===== src/rtl/vm_write_arbiter.sv =====
// vm_write_arbiter: owns VM character RAM port A and shares it between
// CPU single-byte writes (req/ack, highest priority) and a fill engine
// that sweeps a wrapping address range with one character.
module vm_write_arbiter #(
    parameter int ADDR_W = 12,
    parameter int DATA_W = 8,
    parameter int LEN_W  = 13
) (
    input  logic              clk_50mhz,
    input  logic              rst,
    input  logic              wr_req,
    input  logic [ADDR_W-1:0] wr_addr,
    input  logic [DATA_W-1:0] wr_data,
    output logic              wr_ack,
    input  logic              fill_start,
    input  logic [ADDR_W-1:0] fill_base,
    input  logic [LEN_W-1:0]  fill_len,
    input  logic [DATA_W-1:0] fill_data,
    output logic              fill_busy,
    output logic              fill_done,
    output logic              vm_we,
    output logic [ADDR_W-1:0] vm_addr,
    output logic [DATA_W-1:0] vm_din
);

    typedef enum logic {
        IDLE,
        FILL
    } state_t;

    state_t              state_q, state_d;
    logic [ADDR_W-1:0]   cur_q, cur_d;
    logic [LEN_W-1:0]    rem_q, rem_d;
    logic [DATA_W-1:0]   data_q, data_d;
    logic                vm_we_q, vm_we_d;
    logic [ADDR_W-1:0]   vm_addr_q, vm_addr_d;
    logic [DATA_W-1:0]   vm_din_q, vm_din_d;
    logic                wr_ack_q, wr_ack_d;
    logic                fill_busy_q, fill_busy_d;
    logic                fill_done_q, fill_done_d;
    logic                cpu_grant;

    // A registered ack blocks the cycle right after a grant, so a held
    // request is served at most once every two cycles.
    assign cpu_grant = wr_req && !wr_ack_q;

    // Next-state and next-output computation for the port A owner.
    always_comb begin
        // NOTE: every variable gets a default here so no path can infer a latch.
        state_d     = state_q;
        cur_d       = cur_q;
        rem_d       = rem_q;
        data_d      = data_q;
        vm_we_d     = 1'b0;
        vm_addr_d   = vm_addr_q;
        vm_din_d    = vm_din_q;
        wr_ack_d    = 1'b0;
        fill_done_d = 1'b0;

        if (cpu_grant) begin
            vm_we_d   = 1'b1;
            vm_addr_d = wr_addr;
            vm_din_d  = wr_data;
            wr_ack_d  = 1'b1;
        end

        case (state_q)
            IDLE: begin
                if (fill_start) begin
                    if (fill_len != '0) begin
                        cur_d   = fill_base;
                        rem_d   = fill_len;
                        data_d  = fill_data;
                        state_d = FILL;
                    end else begin
                        fill_done_d = 1'b1;
                    end
                end
            end
            FILL: begin
                // CPU owns the port this cycle; the sweep holds its position.
                if (!cpu_grant) begin
                    vm_we_d   = 1'b1;
                    vm_addr_d = cur_q;
                    vm_din_d  = data_q;
                    cur_d     = cur_q + 1'b1;
                    rem_d     = rem_q - 1'b1;
                    if (rem_q == LEN_W'(1)) begin
                        state_d     = IDLE;
                        fill_done_d = 1'b1;
                    end
                end
            end
            default: state_d = IDLE;
        endcase

        fill_busy_d = (state_d == FILL);
    end

    // State and registered outputs; reset abandons any fill silently.
    always_ff @(posedge clk_50mhz or posedge rst) begin
        if (rst) begin
            state_q     <= IDLE;
            cur_q       <= '0;
            rem_q       <= '0;
            data_q      <= '0;
            vm_we_q     <= 1'b0;
            vm_addr_q   <= '0;
            vm_din_q    <= '0;
            wr_ack_q    <= 1'b0;
            fill_busy_q <= 1'b0;
            fill_done_q <= 1'b0;
        end else begin
            // NOTE: non-blocking assignments so every flop samples pre-edge values.
            state_q     <= state_d;
            cur_q       <= cur_d;
            rem_q       <= rem_d;
            data_q      <= data_d;
            vm_we_q     <= vm_we_d;
            vm_addr_q   <= vm_addr_d;
            vm_din_q    <= vm_din_d;
            wr_ack_q    <= wr_ack_d;
            fill_busy_q <= fill_busy_d;
            fill_done_q <= fill_done_d;
        end
    end

    assign vm_we     = vm_we_q;
    assign vm_addr   = vm_addr_q;
    assign vm_din    = vm_din_q;
    assign wr_ack    = wr_ack_q;
    assign fill_busy = fill_busy_q;
    assign fill_done = fill_done_q;

endmodule


===== config.mk =====
export PLATFORM = sky130hd
export DESIGN_NAME = vm_write_arbiter
export DESIGN_NICKNAME = d
export VERILOG_FILES = /design/src/rtl/vm_write_arbiter.sv
export SDC_FILE = /design/constraint.sdc
export NUM_CORES = 1
export LEC_CHECK = 0
export BUFFER_PORTS_ARGS = -buffer_cell sky130_fd_sc_hd__buf_4
export CORE_ASPECT_RATIO = 1.75
export CORE_MARGIN = 8
export CORE_UTILIZATION = 57
export DETAILED_ROUTE_END_ITERATION = 6
export GPL_ROUTABILITY_DRIVEN = 0
export PLACE_DENSITY = 0.92
export SYNTH_ARGS = -nofsm -noshare
export SYNTH_HDL_FRONTEND = slang
export SYNTH_SLANG_ARGS = --single-unit

===== constraint.sdc =====
create_clock -name clk_50mhz -period 6.81 [get_ports clk_50mhz]
set_clock_uncertainty 0.15 [all_clocks]
set_input_delay 1.362 -clock clk_50mhz [delete_from_list [all_inputs] [get_ports clk_50mhz]]
set_output_delay 1.362 -clock clk_50mhz [all_outputs]
set_load 0.02 [all_outputs]

==> flow_summary.json <==
{
  "fin_area_um2": 3890,
  "postSynthCellCount": 304,
  "max_slew_margin_pct": 33.7,
  "status": "finished, final reports clean",
  "dp_hpwl_um": 6310,
  "period_share_pct": 57.7,
  "p_sw_uw": 758,
  "synth_area_leader_cell": "dfrtp_1",
  "place_inst": 421,
  "avgSynthCellArea_um2": 10.1,
  "max-cap-violations": 0,
  "synth_fp_nets": 364,
  "async_flop_share_pct": 100,
  "cts_hold_buf": 0,
  "fp.dieArea_um2": 8070,
  "setup_tns_ns": 0,
  "synth_top_area_share_pct": 46.5,
  "pwr-share-comb_pct": 45.6,
  "cts_tree": "yes",
  "worst_ep_arrival_time_ns": 3.98,
  "portBuffers": 80,
  "path_max_fanout": 21,
  "vias_per_cell": 6.51,
  "hold_viol": 0,
  "setup_viol": 0,
  "top_usage_layer": "met2",
  "cts_resized": 0,
  "stdcell_count": 437,
  "synth_warnings": 0,
  "switching_share_pct": 40.7,
  "core.rowCount": 35,
  "post_dp_cell_area_um2": 3660,
  "grt_pass1_wl_um": 14300,
  "cts_max_level": 3,
  "area_growth_pct": 27.0,
  "ioPinCount": 81,
  "final_nets": 437,
  "grt_pass1_vias": 2981,
  "antenna_found_initial": 0,
  "grt_max_degree": 60,
  "drt_pre_antenna_iters": 5,
  "drive_gt1_share_pct": 31.7,
  "cts.sink_count": 57,
  "first_iter_violations": 290,
  "final_common_cell": "buf_4",
  "ys.flop_type": "dfrtp_1",
  "p_per_area_nw_per_um2": 479,
  "ys_seq_area_share_pct": 46.5,
  "cts-root-buf": "clkbuf_8",
  "fmax_ghz": 0.255,
  "final_cell_mix": "84 x buf_4, 56 x dfrtp_1, 31 x nand2_1, 27 x o21ai_0, 24 x mux2i_1",
  "pwr-share-clk_pct": 19.6,
  "timing.hold.ws_ns": 0.361,
  "worstSetupEndpointType": "flop",
  "maxSlewViolCount": 0,
  "diodes": 0,
  "wirelength_um": 8920,
  "use_met1_pct": 22.2,
  "ys_top_cells_by_area": "dfrtp_1 47%, mux2i_1 7.8%, o21ai_0 4.4%",
  "seqPwrFrac_pct": 34.8,
  "p_leak_uw": 0.00187,
  "cts_buffer_depth": 2,
  "synth_area_um2": 3070,
  "hp-class": "reg -> reg",
  "grt_overflow": 0,
  "clk_latency_ns": 0.35,
  "vias": 2843,
  "post_cts_buffers": 0,
  "die_h_um": 113,
  "grtUsageMet3_pct": 7.79,
  "synth_cell_types": 50,
  "die_w_um": 71.4,
  "required_ns": 6.87,
  "worst_slew_pin_slew_ns": 0.991,
  "fin_util_pct": 74.7,
  "synth_edf_count": 0,
  "p_int_uw": 1110,
  "detail_route.wl_per_cell_um": 20.4,
  "track_usage_pct": 22.9,
  "start_util_pct": 58.8,
  "ir_worst_vdd_v": 0.000323,
  "rsz0062_at_grt": "false",
  "clk_pin_slew_ns": 0.06,
  "cts_made_buffers": 9,
  "coreArea_um2": 5210,
  "fin_crit_ns": 3.93,
  "ant_nets": 0,
  "gr-usage-met2_pct": 39.3,
  "cp-start-kind": "primary input",
  "synth-seq-cells": 57,
  "crit_type": "in -> reg",
  "route.detailed.drc": 0
}
==> metrics by stage <==
stage	power, uW	setup slack (ns)
2_1_floorplan	1210	3.51
3_3_place_gp	1440	2.63
3_5_place_dp	1490	2.50
4_1_cts	1860	2.91
5_1_grt	1970	2.74
6_report	1860	2.88
==> cell usage after synthesis, types with 2 or more instances <==
| library cell | count |
|---|---|
| mux2_2 | 8 |
| or3_1 | 3 |
| or4_1 | 4 |
| a31oi_1 | 5 |
| o22a_1 | 8 |
| and3_1 | 5 |
| o211a_1 | 3 |
| and4_1 | 4 |
| o2bb2a_1 | 2 |
| nand4_1 | 10 |
| dfrtp_1 | 57 |
| o221a_2 | 2 |
| ha_1 | 3 |
| nor2_1 | 13 |
| o2bb2a_2 | 2 |
| a2bb2oi_1 | 2 |
| buf_4 | 3 |
| nand3_1 | 5 |
| nand3b_1 | 3 |
| a22oi_1 | 4 |
| mux2i_1 | 24 |
| nor4_1 | 3 |
| clkbuf_1 | 17 |
| nand2_1 | 31 |
| nor3b_1 | 2 |
| o32a_1 | 5 |
| inv_1 | 8 |
| o21ai_0 | 27 |
| a21oi_1 | 12 |
| a41oi_1 | 3 |
| nor3_1 | 4 |
| o22ai_1 | 4 |
==> sequential cells by signal, summed over array words and instances (netlist names), 8 cells and up <==
name	cells
rem_q	13
cur_q	12
vm_din	8
vm_addr	12
data_q	8
==> worst max-delay path, cell delays in order <==
cell and delay, ns:
buf_4 0.11, or4_4 0.55, o41ai_4 0.94, buf_4 0.39, and2_1 0.44, o21ai_0 0.18
==> metal layers <==
metal / share of wire, % / vias up
li1: - / 1295
met4: 4.2 / 0
met2: 53 / 150
met5: 0 / -
met3: 7.6 / 38
met1: 35 / 1360
==> cell type report <==
class	instances	area (um2)
Multi-Input combinational cell	217	1510
Sequential cell	57	1430
Fill cell	373	1320
Timing Repair Buffer	84	631
Clock buffer	11	151
Clock inverter	5	77.6
Tap cell	55	68.8
Inverter	8	30.0
==> power groups by stage <==
stage	sequential, uW	combinational [uW]	clock [uW]
final	649	850	365
after global routing	667	921	382
after CTS	643	849	369
after detailed placement	644	845	0
after global placement	634	804	0
after floorplan	673	537	0
==> cells by family (layout without fill, tap and decap cells) <==
kind of cell | Yosys count | count (layout) | share of synthesized area, %
flops | 57 | 57 | 46.5
mux | 32 | 32 | 10.8
fa+ha+maj | 3 | 3 | 1.22
buf+inv | 30 | 108 | 4.29
simple gates | 95 | 95 | 16.4
compound gates | 87 | 87 | 20.7
==> final timing paths <==
kind	startpoint	end	slack [ns]	cells after the start
max in group asynchronous	rst	fill_busy$_DFF_PP0_	4.93	3
max reg2reg	fill_busy$_DFF_PP0_	rem_q[11]$_DFFE_PP0P_	4.03	4
max	fill_len[2]	cur_q[1]$_DFFE_PP0P_	2.88	6
min	data_q[6]$_DFFE_PP0P_	data_q[6]$_DFFE_PP0P_	0.36	1
min reg2reg	data_q[6]$_DFFE_PP0P_	data_q[6]$_DFFE_PP0P_	0.36	1
min in group asynchronous	rst	vm_din[6]$_DFF_PP0_	1.07	3
(Power assumes the default switching activity.)
